$ cat config.mk
export PLATFORM = sky130hd
export DESIGN_NAME = qam16_dump_slicer
export DESIGN_NICKNAME = d
export VERILOG_FILES = /design/src/rtl/qam16_dump_slicer.sv
export SDC_FILE = /design/constraint.sdc
export NUM_CORES = 1
export LEC_CHECK = 0
export ABC_AREA = 1
export CAP_MARGIN = 20
export CORE_MARGIN = 8
export CORE_UTILIZATION = 45
export CTS_BUF_LIST = sky130_fd_sc_hd__clkbuf_4 sky130_fd_sc_hd__clkbuf_8
export DETAILED_ROUTE_END_ITERATION = 6
export PLACE_DENSITY = 0.72
export SLEW_MARGIN = 20
export SYNTH_ARGS = -nofsm -noshare
export SYNTH_HDL_FRONTEND = slang
export SYNTH_SLANG_ARGS = --single-unit
$ cat constraint.sdc
create_clock -name clk -period 2.7 [get_ports clk]
set_input_delay 0.81 -clock clk [delete_from_list [all_inputs] [get_ports clk]]
set_output_delay 0.81 -clock clk [all_outputs]
set_load 0.05 [all_outputs]
$ cat src/rtl/qam16_dump_slicer.sv
// Integrate-and-dump of the I/Q baseband products over one symbol,
// then a Gray-coded 16QAM slice of the dumped sums.
module qam16_dump_slicer #(
    parameter int SPS    = 16,
    parameter int ACC_W  = 16,
    parameter int THRESH = 1024
) (
    input  logic             clk,
    input  logic             rst_n,
    input  logic             sync,
    input  logic             in_valid,
    input  logic [7:0]       in_i,
    input  logic [7:0]       in_q,
    output logic             sym_valid,
    output logic [3:0]       sym_out,
    output logic [ACC_W-1:0] acc_i_out,
    output logic [ACC_W-1:0] acc_q_out,
    output logic             locked
);

    localparam int CNT_W = $clog2(SPS) + 1;
    localparam logic [CNT_W-1:0] LAST = CNT_W'(SPS - 1);
    localparam logic signed [ACC_W-1:0] THR_P = ACC_W'(THRESH);
    localparam logic signed [ACC_W-1:0] THR_N = -THR_P;

    typedef enum logic {IDLE, INTEG} state_t;

    state_t           state_q, state_d;
    logic [ACC_W-1:0] acc_i_q, acc_i_d;
    logic [ACC_W-1:0] acc_q_q, acc_q_d;
    logic [CNT_W-1:0] cnt_q, cnt_d;
    logic             sym_valid_q, sym_valid_d;
    logic [3:0]       sym_out_q, sym_out_d;
    logic [ACC_W-1:0] acc_i_out_q, acc_i_out_d;
    logic [ACC_W-1:0] acc_q_out_q, acc_q_out_d;
    logic             locked_q, locked_d;

    function automatic logic [ACC_W-1:0] sext(input logic [7:0] x);
        return {{(ACC_W-8){x[7]}}, x};
    endfunction

    // One extra bit catches overflow; clamp toward the sign of the true sum.
    function automatic logic [ACC_W-1:0] sat_add(input logic [ACC_W-1:0] a,
                                                 input logic [7:0] x);
        logic [ACC_W:0] s;
        s = {a[ACC_W-1], a} + {{(ACC_W-7){x[7]}}, x};
        if (s[ACC_W] != s[ACC_W-1])
            return s[ACC_W] ? {1'b1, {(ACC_W-1){1'b0}}}
                            : {1'b0, {(ACC_W-1){1'b1}}};
        return s[ACC_W-1:0];
    endfunction

    function automatic logic [1:0] slice(input logic signed [ACC_W-1:0] s);
        if (s >= THR_P)
            return 2'b10;
        if (s >= 0)
            return 2'b11;
        if (s >= THR_N)
            return 2'b01;
        return 2'b00;
    endfunction

    logic [ACC_W-1:0] sum_i, sum_q;
    logic             dump;

    always_comb begin
        sum_i       = sat_add(acc_i_q, in_i);
        sum_q       = sat_add(acc_q_q, in_q);
        dump        = (state_q == INTEG) && in_valid && (cnt_q == LAST);
        state_d     = state_q;
        acc_i_d     = acc_i_q;
        acc_q_d     = acc_q_q;
        cnt_d       = cnt_q;
        sym_valid_d = 1'b0;
        sym_out_d   = sym_out_q;
        acc_i_out_d = acc_i_out_q;
        acc_q_out_d = acc_q_out_q;
        locked_d    = locked_q;

        if (dump) begin
            acc_i_out_d = sum_i;
            acc_q_out_d = sum_q;
            sym_out_d   = {slice(sum_i), slice(sum_q)};
            sym_valid_d = 1'b1;
        end

        // A sync sample starts a fresh window, even when it also closed one.
        if (sync) begin
            state_d  = INTEG;
            locked_d = 1'b1;
            acc_i_d  = in_valid ? sext(in_i) : '0;
            acc_q_d  = in_valid ? sext(in_q) : '0;
            cnt_d    = in_valid ? CNT_W'(1) : '0;
        end else if (dump) begin
            acc_i_d = '0;
            acc_q_d = '0;
            cnt_d   = '0;
        end else if (state_q == INTEG && in_valid) begin
            acc_i_d = sum_i;
            acc_q_d = sum_q;
            cnt_d   = cnt_q + CNT_W'(1);
        end
    end

    always_ff @(posedge clk) begin
        if (!rst_n) begin
            state_q     <= IDLE;
            acc_i_q     <= '0;
            acc_q_q     <= '0;
            cnt_q       <= '0;
            sym_valid_q <= 1'b0;
            sym_out_q   <= '0;
            acc_i_out_q <= '0;
            acc_q_out_q <= '0;
            locked_q    <= 1'b0;
        end else begin
            state_q     <= state_d;
            acc_i_q     <= acc_i_d;
            acc_q_q     <= acc_q_d;
            cnt_q       <= cnt_d;
            sym_valid_q <= sym_valid_d;
            sym_out_q   <= sym_out_d;
            acc_i_out_q <= acc_i_out_d;
            acc_q_out_q <= acc_q_out_d;
            locked_q    <= locked_d;
        end
    end

    assign sym_valid = sym_valid_q;
    assign sym_out   = sym_out_q;
    assign acc_i_out = acc_i_out_q;
    assign acc_q_out = acc_q_out_q;
    assign locked    = locked_q;

endmodule

==> results.py <==
metrics = {
    "drt": {
        "antenna_violating_nets_post_route": 0,
        "via_total_after_detailed_routing": 5684,
        "vias_per_cell": 5.01,
        "routed_wire_length_per_instance_um": 13.6,
        "drc": 0,
        "first_pass_iters": 5,
        "wl_mm": 15.4,
        "initial_drt_markers": 449,
    },
    "clock_network": {
        "tritoncts_clock_tree": "done",
        "cts_made_buffers": 9,
        "cts.clk_slew.worst_paths_ps": 80,
        "cts.hold.buffers_added": 0,
        "clock_sinks": 75,
        "clock_insertion_delay_at_the_later_pin_of_the_skew_report_ps": 380,
        "clk_root_buffer_cell": "sky130_fd_sc_hd__clkbuf_8",
        "max-clock-path-buffers": 2,
        "cts-htree-levels": 3,
    },
    "layout": {
        "layout-area-overhead-vs-synth_pct": 43.0,
        "drive_above_1_share": 0.248,
        "num-nets-final": 1043,
        "multi_input_comb_area_mm2": 0.00373,
        "layout_commonest_cell": "sky130_fd_sc_hd__nand2_1",
        "seqCellArea_mm2": 0.00150,
        "highest_count_cells_in_the_layout_ignoring_fill_and_taps": "sky130_fd_sc_hd__nand2_1 (246), sky130_fd_sc_hd__inv_1 (110), sky130_fd_sc_hd__buf_4 (104)",
        "filler_cell_count": 966,
        "antenna_cells_inserted": 0,
    },
    "setup_path": {
        "worst-path-buf-inv": 2,
        "critPathSlowestCell": "sky130_fd_sc_hd__fa_2",
        "critical_path.top_delay_family": "simple AND/OR/NAND/NOR gates",
        "timing.critical_path.slowest_cell_delay_ps": 370,
        "worst-endpoint-arrival_ps": 2910,
        "crit_path_start_kind": "input pin",
        "worstSetupEndpointType": "flop",
        "worstPathRequired_ps": 3020,
        "crit_chain": "dlygate4sd2_1, ha_2, fa_2, nand2_2, nand2_2, nand3_2, nand2_2, nand2_2, nand2_2, nand2_2, nand2_2, nand2_4, nand2_2, nand2_2, inv_2, nor2_1, nand2_1, nand2_1, nand3_2, a21oi_2",
        "timing.setup.critical_path_class": "input pin to flop",
        "critical_path.most_common_cell": "sky130_fd_sc_hd__nand2_2",
        "crit_path_max_fanout": 5,
    },
    "yosys": {
        "synth_sequential_area_ratio": 0.287,
        "avgSynthCellArea_um2": 6.28,
        "yosysWarningCount": 0,
        "yosys.cell_types.count": 37,
        "synth.net_count": 889,
        "yosys_register_bits": 75,
        "syn-instance-count": 834,
        "synth_area_mm2": 0.00524,
    },
    "hold_path": {
        "holdCritPathClass": "flop to flop",
    },
    "sta": {
        "fin_worst_skew_ps": 13.9,
        "slew_viol_final": 0,
        "layout_min_cycle_time_ps": 2600,
        "final_hold_viol_count": 0,
        "fmaxAchievable_ghz": 0.385,
        "sum_of_negative_setup_slack_ps": 0,
        "min_period_over_period": 0.962,
        "worst_case_headroom_to_the_max_slew_limit": 0.625,
        "worstMarginPinSlew_ps": 560,
        "setup_violations": 0,
        "holdWs_ps": 460,
    },
    "die": {
        "floorplan.die.height_um": 124,
        "dieWidth_um": 124,
        "design.portCount": 58,
        "initial_utilization": 0.461,
        "core.rowCount": 39,
        "fp.coreArea_mm2": 0.0114,
        "floorplan.die_area_mm2": 0.0153,
    },
    "global_route": {
        "grt_antenna_before_repair": 0,
        "grt_pass1_wl_mm": 24.5,
        "gr-usage-all-layers": 0.199,
        "grt_start_max_net_pins": 32,
        "grt_util_met1": 0.273,
        "busiest_layer": "met2",
        "grt_overflow_total": 0,
        "gr-usage-met2": 0.302,
        "use_met3": 0.0449,
        "first_global_vias": 5087,
    },
    "placement": {
        "gp_congestion": 0.878,
        "port_buffers": 57,
        "dp_hpwl_mm": 11.2,
    },
    "job": {
        "max_capacitance_violation_total": 0,
    },
    "pwr": {
        "p_leak_nw": 3.87,
        "power.ir.vdd_worst_uv": 380,
        "power_density_of_the_placed_cells_mw_per_mm2": 523,
    },
    "outcome": {
        "run_status": "complete, no violations",
    },
}
## state kept, by name (all words and copies together), names as in the netlist
register   cells
cnt_q          5
acc_q_out     16
acc_i_out     16
locked         1
sym_out        4
acc_q_q       16
sym_valid      1
acc_i_q       16
## report_power, final
group          internal, mW  total (mW)  leakage, nW  switching [mW]
Sequential             1.16        1.22        0.612          0.0579
Combinational         0.829        1.82         3.16           0.988
Clock                 0.423       0.875       0.0955           0.453
## per-layer routing
metal / up-vias / wire [um]
li1: 2967 / -
met1: 2510 / 7380
met2: 181 / 6690
met3: 26 / 1010
met4: 0 / 357
met5: - / 0
## logic make-up (layout without fill, tap and decap cells)
kind of cell / count (synthesis) / in the layout / synth area share
simple gates: 421 / 423 / 0.340
buf+inv: 144 / 300 / 0.106
compound gates: 143 / 143 / 0.154
flops: 75 / 75 / 0.287
fa+ha+maj: 35 / 35 / 0.0865
xor+xnor: 16 / 16 / 0.0268
## Yosys cell counts (all sizes together)
library cell / n / area share
fa: 2 / 0.0076
nand2: 289 / 0.22
inv: 116 / 0.083
o21ai: 67 / 0.064
nor3: 5 / 0.0086
xor2: 11 / 0.018
o211a: 2 / 0.0038
nor2: 78 / 0.059
buf: 5 / 0.0064
dfxtp: 75 / 0.29
clkinv: 1 / 0.00072
o221a: 1 / 0.0021
nand4: 6 / 0.0072
xnor2: 5 / 0.0084
o211ai: 3 / 0.0043
a2111oi: 1 / 0.0017
nand3b: 4 / 0.0057
nand3: 33 / 0.032
a31oi: 17 / 0.020
o21bai: 3 / 0.0043
clkbuf: 22 / 0.016
or2: 3 / 0.0036
ha: 33 / 0.079
a211oi: 1 / 0.0014
and3: 3 / 0.0036
a21oi: 48 / 0.052
## layout make-up
type,instances,area share
Sequential cell,75,0.201
Tap cell,143,0.0239
Inverter,117,0.0587
Clock buffer,9,0.0165
Multi-Input combinational cell,617,0.498
Timing Repair Buffer,168,0.194
Clock inverter,6,0.00869
## metrics by stage
step	cells	area [um2]	total power [mW]	utilization	setup slack, ps
final	1135	7490	3.91	0.659	104
after global routing	1135	7490	4.17	0.659	-10.0
after CTS	1130	7160	3.77	0.629	0.168
after detailed placement	1110	6660	2.78	0.586	-613
after global placement	1110	6660	2.77	0.586	-565
after floorplan	834	5240	2.15	-	14.2
## timing repair
item	in CTS	in global routing
setup buffers	1	4
gates cloned	4	1
resized for setup	48	62
pin swaps	11	27
setup endpoints to repair	61	56
## path summary, 6_finish.rpt
path	from	end	slack (ps)	cells past startpoint
setup / recovery	in_i[0]	sym_out[2]	100	20
hold / removal	cnt_q[4]	cnt_q[4]	460	2
setup reg to reg	acc_q_q[0]	sym_out[0]	430	20
hold reg to reg	cnt_q[4]	cnt_q[4]	460	2
## worst register-to-register path, stage by stage, from the launching register on
cell                      delay [ps]
sky130_fd_sc_hd__dfxtp_1         350
sky130_fd_sc_hd__ha_2            180
sky130_fd_sc_hd__inv_1            50
sky130_fd_sc_hd__fa_2            330
sky130_fd_sc_hd__inv_1            60
sky130_fd_sc_hd__nand2_1          60
sky130_fd_sc_hd__nand2_2          90
sky130_fd_sc_hd__nand3_2          70
sky130_fd_sc_hd__nand2_2          80
sky130_fd_sc_hd__nand2_2          70
sky130_fd_sc_hd__nand2_2          80
sky130_fd_sc_hd__nand2_2          60
sky130_fd_sc_hd__nand2_4          90
sky130_fd_sc_hd__nand2_4          70
sky130_fd_sc_hd__nand2_1          70
sky130_fd_sc_hd__nand2_2          60
sky130_fd_sc_hd__nor2_1          110
sky130_fd_sc_hd__nand2_1          70
sky130_fd_sc_hd__nand2_1          60
sky130_fd_sc_hd__nand3_1         100
sky130_fd_sc_hd__a21oi_2         120
Power figures use the tool's default switching activity.
